--- config.mk ---
export PLATFORM = sky130hd
export DESIGN_NAME = ifetch_unit
export DESIGN_NICKNAME = d
export VERILOG_FILES = /design/src/rtl/ifetch_unit.sv
export SDC_FILE = /design/constraint.sdc
export NUM_CORES = 1
export LEC_CHECK = 0
export ABC_CLOCK_PERIOD_IN_PS = 7600
export BUFFER_PORTS_ARGS = -buffer_cell sky130_fd_sc_hd__buf_2
export CAP_MARGIN = 30
export CORE_MARGIN = 2
export CORE_UTILIZATION = 30
export CTS_CLUSTER_SIZE = 30
export DETAILED_ROUTE_END_ITERATION = 10
export PLACE_DENSITY_LB_ADDON = 0.05
export SLEW_MARGIN = 20
export SYNTH_ARGS = -nofsm -noshare
export SYNTH_HDL_FRONTEND = slang
export SYNTH_SLANG_ARGS = --single-unit
--- constraint.sdc ---
create_clock -name clk -period 7.6 [get_ports clk]
set_input_delay 1.9 -clock clk [delete_from_list [all_inputs] [get_ports clk]]
set_output_delay 1.9 -clock clk [all_outputs]
set_load 0.01 [all_outputs]
--- src/rtl/ifetch_unit.sv ---
// Instruction fetch stage: owns the PC, drives a 1-cycle-latency instruction BRAM,
// and resolves branch/jump redirects for a single-cycle core.
module ifetch_unit #(
    parameter logic [31:0] RESET_PC    = 32'h0000_0000,
    parameter int          IMEM_ADDR_W = 14,
    parameter logic [31:0] NOP_INST    = 32'h0000_0013
) (
    input  logic                   clk,
    input  logic                   rst_n,
    input  logic                   stall,
    input  logic                   branch,
    input  logic [2:0]             branch_type,
    input  logic                   jump,
    input  logic                   jrn,
    input  logic [31:0]            rs1_data,
    input  logic [31:0]            rs2_data,
    input  logic [31:0]            imm32,
    input  logic [31:0]            imem_rdata,
    output logic [IMEM_ADDR_W-1:0] imem_addr,
    output logic [31:0]            inst,
    output logic                   inst_valid,
    output logic [31:0]            pc,
    output logic [31:0]            pc_plus4,
    output logic                   redirect,
    output logic                   misalign
);

    typedef enum logic {
        BOOT,
        RUN
    } state_t;

    state_t      state;
    state_t      state_nx;
    logic [31:0] pc_q;
    logic [31:0] next_pc;
    logic [31:0] jalr_sum;
    logic [31:0] raw_target;
    logic [31:0] target;
    logic        taken;
    logic        redirect_c;
    logic        mis_q;
    logic        mis_set;

    always_comb begin
        taken = 1'b0;
        case (branch_type)
            3'b000:  taken = (rs1_data == rs2_data);
            3'b001:  taken = (rs1_data != rs2_data);
            3'b100:  taken = ($signed(rs1_data) < $signed(rs2_data));
            3'b101:  taken = ($signed(rs1_data) >= $signed(rs2_data));
            3'b110:  taken = (rs1_data < rs2_data);
            3'b111:  taken = (rs1_data >= rs2_data);
            default: taken = 1'b0;
        endcase
    end

    // JAL and branches share pc+imm, so jump-over-branch priority only matters for JALR
    always_comb begin
        jalr_sum   = rs1_data + imm32;
        raw_target = pc_q + imm32;
        if (jump && jrn) begin
            raw_target = jalr_sum & ~32'h1;
        end
        target = raw_target;
        if (raw_target[1]) begin
            target = {raw_target[31:2], 2'b00};
        end
    end

    always_comb begin
        state_nx   = RUN;
        next_pc    = RESET_PC;
        redirect_c = 1'b0;
        mis_set    = 1'b0;
        case (state)
            BOOT: begin
                state_nx = RUN;
                next_pc  = RESET_PC;
            end
            RUN: begin
                state_nx = RUN;
                if (stall) begin
                    next_pc = pc_q;
                end else if (jump || (branch && taken)) begin
                    redirect_c = 1'b1;
                    next_pc    = target;
                    mis_set    = raw_target[1];
                end else begin
                    next_pc = pc_q + 32'd4;
                end
            end
            default: begin
                state_nx = BOOT;
                next_pc  = RESET_PC;
            end
        endcase
    end

    always_ff @(posedge clk or negedge rst_n) begin
        if (!rst_n) begin
            state <= BOOT;
            pc_q  <= RESET_PC;
            mis_q <= 1'b0;
        end else begin
            state <= state_nx;
            pc_q  <= next_pc;
            if (mis_set) begin
                mis_q <= 1'b1;
            end
        end
    end

    assign imem_addr  = next_pc[IMEM_ADDR_W+1:2];
    assign inst       = (state == RUN) ? imem_rdata : NOP_INST;
    assign inst_valid = (state == RUN);
    assign pc         = pc_q;
    assign pc_plus4   = pc_q + 32'd4;
    assign redirect   = redirect_c;
    assign misalign   = mis_q;

endmodule

==> results <==
- The flow ran to the end, and the final reports show no timing, DRC or antenna violations.
- The arrival time reported for the critical path endpoint is ~5.3 ns.
- Of the total synthesized cell area, the portion taken by full adders, half adders and majority gates is 0.181.
- The average instance in the mapped netlist occupies 7.20 um2.
- The height of the chip is roughly 150 um.
- The post-route fraction of the period consumed by the critical path is 0.943.
- The power density over cell area is roughly 130 mW/mm2.
- The most common cell after layout, fill and taps aside is sky130_fd_sc_hd__buf_2.
- Across every metal layer, demand over resource in global routing totals 0.223.
- The floorplan row count is 54.
- In the routed layout, each cell is associated on average with a via count of 5.28.
- In this run, distinct cell masters in the synthesized netlist total 64.
- The detailed router placed 7468 vias in this run.
- In this run the deepest clock path goes through 2 buffers.
- The sort of element at the start of the critical path is an input pin.
- TritonCTS built the clock tree.
- Summing all flip-flop and latch instances after layout gives 826 um2.
- The core region is 0.0217 mm2.
- Summed over all layers, the global routing overflow is 0.
- Setup repair after global routing left no endpoint under its margin.
- The signal on the critical path passes through buf_2, ha_1, nand4_1, nor4_1, buf_4, nor2_1, a31oi_1, mux2i_1, xnor2_1, a311o_2, buf_4, o211ai_1, a21o_1, a21oi_1, buf_2.
- For this design, the CTS-stage hold fixing added 0 buffers.
- The antenna cell count is 0.
- In this run, placement finished with an instance count of around 1400.
- The multi-input combinational cells in the finished layout cover a total of between 0.005 and 0.006 mm2.
- The floorplan step defined a die boundary enclosing 0.0232 mm2.
- The critical path is of the in -> out type.
- The largest family of logic cells by synthesized area is compound AO/OA/AOI/OAI gates.
- The slew at the pin closest to its max-slew limit is 0.947 ns.
- The final hold violation count is 0.
- Derived from the worst setup path, the maximum achievable clock frequency is 0.140 GHz.
- The xor and xnor fraction of the mapped netlist area is 0.110.
- The portion of the post-synthesis area used by sequential elements is 0.125.
- The class of the tightest hold or removal check is reg -> reg.
- The initial antenna violation count came to 0.
- Together, buffers and inverters on the worst path number 4.
- Max-cap violations in this run came to 0.
- The number of nets in the final layout is about 1400.
- The proportion of synthesized flip-flops having asynchronous set or reset is 1.00.
- The most used flip-flop cell after synthesis is sky130_fd_sc_hd__dfrtp_1.
- The number of nets still failing antenna checks after routing is 0.
- During I/O placement, the number of pins put on the boundary was 250.
- The cell at the root of the clock tree is sky130_fd_sc_hd__clkbuf_16.
- Compared with the post-synthesis result, the final layout area differs by 24.3%.
- The first detailed-routing pass ran for 5 iterations.
- The via count of the first global-routing pass is approximately 7100.
- The initial standard-cell utilization of the core is 0.304.
- The count of non-filler cells in the finished layout is around 1400.
- The floorplan die width is roughly 150 um.
- Measured against the total synthesized area, the mux share comes to 0.00474.
- In this run the number of H-tree levels came out at 2.
- In this run, post-CTS repair resized a total of 0 instances.
- The worst-path maximum fanout is 19.
- The clock period could shrink to 7.16 ns.
- The count of port buffers added during placement is around 250.
- The synthesized area is around 0.0066 mm2.
- The clock transition at the register clock pins on the worst setup and hold paths after CTS is around 0.06 ns.
- The data required time of the critical path is between 5 and 6 ns.
- The share of cells above drive strength 1 is 0.244.
- The wire-length estimate of the detail-placed layout is 21.9 mm.
- The number of CTS-inserted buffers is 5.
- Of the total synthesized cell area, the portion taken by AND, OR, NAND and NOR gates is 0.225.
- Broken down by cell family, the worst path's largest delay share belongs to compound AO/OA/AOI/OAI gates.
- Setup violations remaining at the end of the flow were counted as 0.
- The aggregate negative setup slack is 0 ns.
- The max-slew headroom at the worst pin is 0.369.
- The first-iteration detailed-routing DRC count is roughly 430.
- The DRC violation count after routing is 0.
- The number of enable flip-flop cells after synthesis is 0.
- The number of synthesized register bits is 33.
- The maximum number of pins on one net before global-route repair is 48.
- In the layout the commonest cells are sky130_fd_sc_hd__buf_2, sky130_fd_sc_hd__ha_1, sky130_fd_sc_hd__a21oi_1.
- In the final routed layout, each cell accounts on average for between 15 and 20 um.
- The fill cell instance count of the final layout is roughly 2400.
- The number of setup buffers added after CTS is 0.
- After detailed routing, the total wire length is about 27 mm.
- The capturing element type of the critical path is an output pin.
- The congestion estimate from routability-driven global placement came to 0.826.
- The gate count after technology mapping is 916.
- The number of sinks handled by clock tree synthesis is 33.
- The clock reaches the later pin of the worst-skew pair after roughly 0.3 ns.
- The first global-routing pass estimated ~41 mm of wire.
- The final-report max-slew violation count is 0.
- In this run the static leakage power is between 4 and 5 nW.
- Between clock sinks in the finished design, the worst skew comes to between 0.01 and 0.015 ns.
- The compound-gate portion of the synthesized area is 0.280.
- The slowest stage of the critical path belongs to the cell sky130_fd_sc_hd__nor4_1.
- Yosys printed 0 warnings.
- In this design, the stage delay of the slowest critical-path cell is 0.46 ns.
- The largest vdd supply drop is roughly 75 uV.
[per-stage QoR]
| stage | utilization | instance area [um2] | worst slack (ns) | total power, W | hold slack [ns] |
|---|---|---|---|---|---|
| detailed placement | 0.369 | 8000 | 0.315 | 0.000844 | 0.462 |
| finish | 0.378 | 8200 | 0.436 | 0.00111 | 0.481 |
| floorplan | - | 6600 | 1.39 | 0.000635 | 0.513 |
| global placement | 0.369 | 8000 | 0.445 | 0.000850 | 0.464 |
| global route | 0.378 | 8200 | 0.0139 | 0.00119 | 0.531 |
| CTS | 0.377 | 8170 | 0.307 | 0.00111 | 0.483 |
[cell type report]
type,count,area share
clock buffer,7,0.0174
clock inverter,1,0.00366
inverter,53,0.0243
multi-input combinational,780,0.646
sequential,33,0.101
tap,280,0.0427
timing repair buffer,260,0.165
[synthesized netlist by cell type, types with 8 or more instances]
| library cell | count | area share |
|---|---|---|
| sky130_fd_sc_hd__ha_1 | 94 | 0.18 |
| sky130_fd_sc_hd__a21oi_1 | 92 | 0.070 |
| sky130_fd_sc_hd__nand2_1 | 77 | 0.044 |
| sky130_fd_sc_hd__o21ai_0 | 69 | 0.052 |
| sky130_fd_sc_hd__nor2_1 | 64 | 0.036 |
| sky130_fd_sc_hd__xnor2_1 | 58 | 0.077 |
| sky130_fd_sc_hd__inv_1 | 53 | 0.030 |
| sky130_fd_sc_hd__nand3_1 | 44 | 0.033 |
| sky130_fd_sc_hd__and2_1 | 35 | 0.033 |
| sky130_fd_sc_hd__dfrtp_1 | 33 | 0.13 |
| sky130_fd_sc_hd__clkbuf_1 | 28 | 0.016 |
| sky130_fd_sc_hd__xor2_1 | 25 | 0.033 |
| sky130_fd_sc_hd__a21o_1 | 19 | 0.022 |
| sky130_fd_sc_hd__nor3_1 | 19 | 0.014 |
| sky130_fd_sc_hd__buf_4 | 18 | 0.020 |
| sky130_fd_sc_hd__nand4_1 | 18 | 0.017 |
| sky130_fd_sc_hd__o211ai_1 | 16 | 0.018 |
| sky130_fd_sc_hd__a211oi_1 | 14 | 0.016 |
| sky130_fd_sc_hd__a31oi_1 | 14 | 0.013 |
| sky130_fd_sc_hd__and3_1 | 12 | 0.011 |
| sky130_fd_sc_hd__nand2b_1 | 9 | 0.0085 |
| sky130_fd_sc_hd__o21a_1 | 9 | 0.010 |
| sky130_fd_sc_hd__o21bai_1 | 9 | 0.010 |
| sky130_fd_sc_hd__o21ai_1 | 8 | 0.0061 |
[worst paths after layout]
path / slack, ns / endpoint / cells past startpoint / startpoint
hold / removal: 0.48 / misalign / 1 / misalign
max in group asynchronous: 5.53 / pc[13] / 2 / rst_n
setup reg to reg: 4.01 / pc[30] / 11 / pc[2]
setup / recovery: 0.44 / imem_addr[4] / 15 / rs1_data[31]
min in group asynchronous: 1.58 / pc[30] / 1 / rst_n
hold reg to reg: 0.48 / misalign / 1 / misalign
[cells by family after synthesis]
family / after synthesis
adders and majority gates: 95
other: 2
AOI/OAI and AO/OA: 293
xor gates and xnor gates: 83
muxes: 3
and+or+nand+nor: 303
buffers and inverters: 104
DFF: 33
[flip-flops by register name, summed over array words and instances (netlist names)]
signal / count
pc: 31
misalign: 1
inst_valid: 1
[power breakdown]
part	internal (W)	leakage, nW	switching [W]	total, W
clock network	0.000164	0.0841	0.0000960	0.000260
registers	0.000192	0.437	0.0000369	0.000229
logic	0.000258	3.56	0.000358	0.000617
total	0.000615	4.09	0.000491	0.00111
[routing by layer]
layer / vias up / global-route usage / part of all wire
met5: - / 0 / 0
met4: 0 / 0.0441 / 0.014
met3: 19 / 0.0247 / 0.047
met2: 217 / 0.370 / 0.46
met1: 3475 / 0.314 / 0.48
li1: 3757 / - / -
Power figures use the tool's default switching activity.
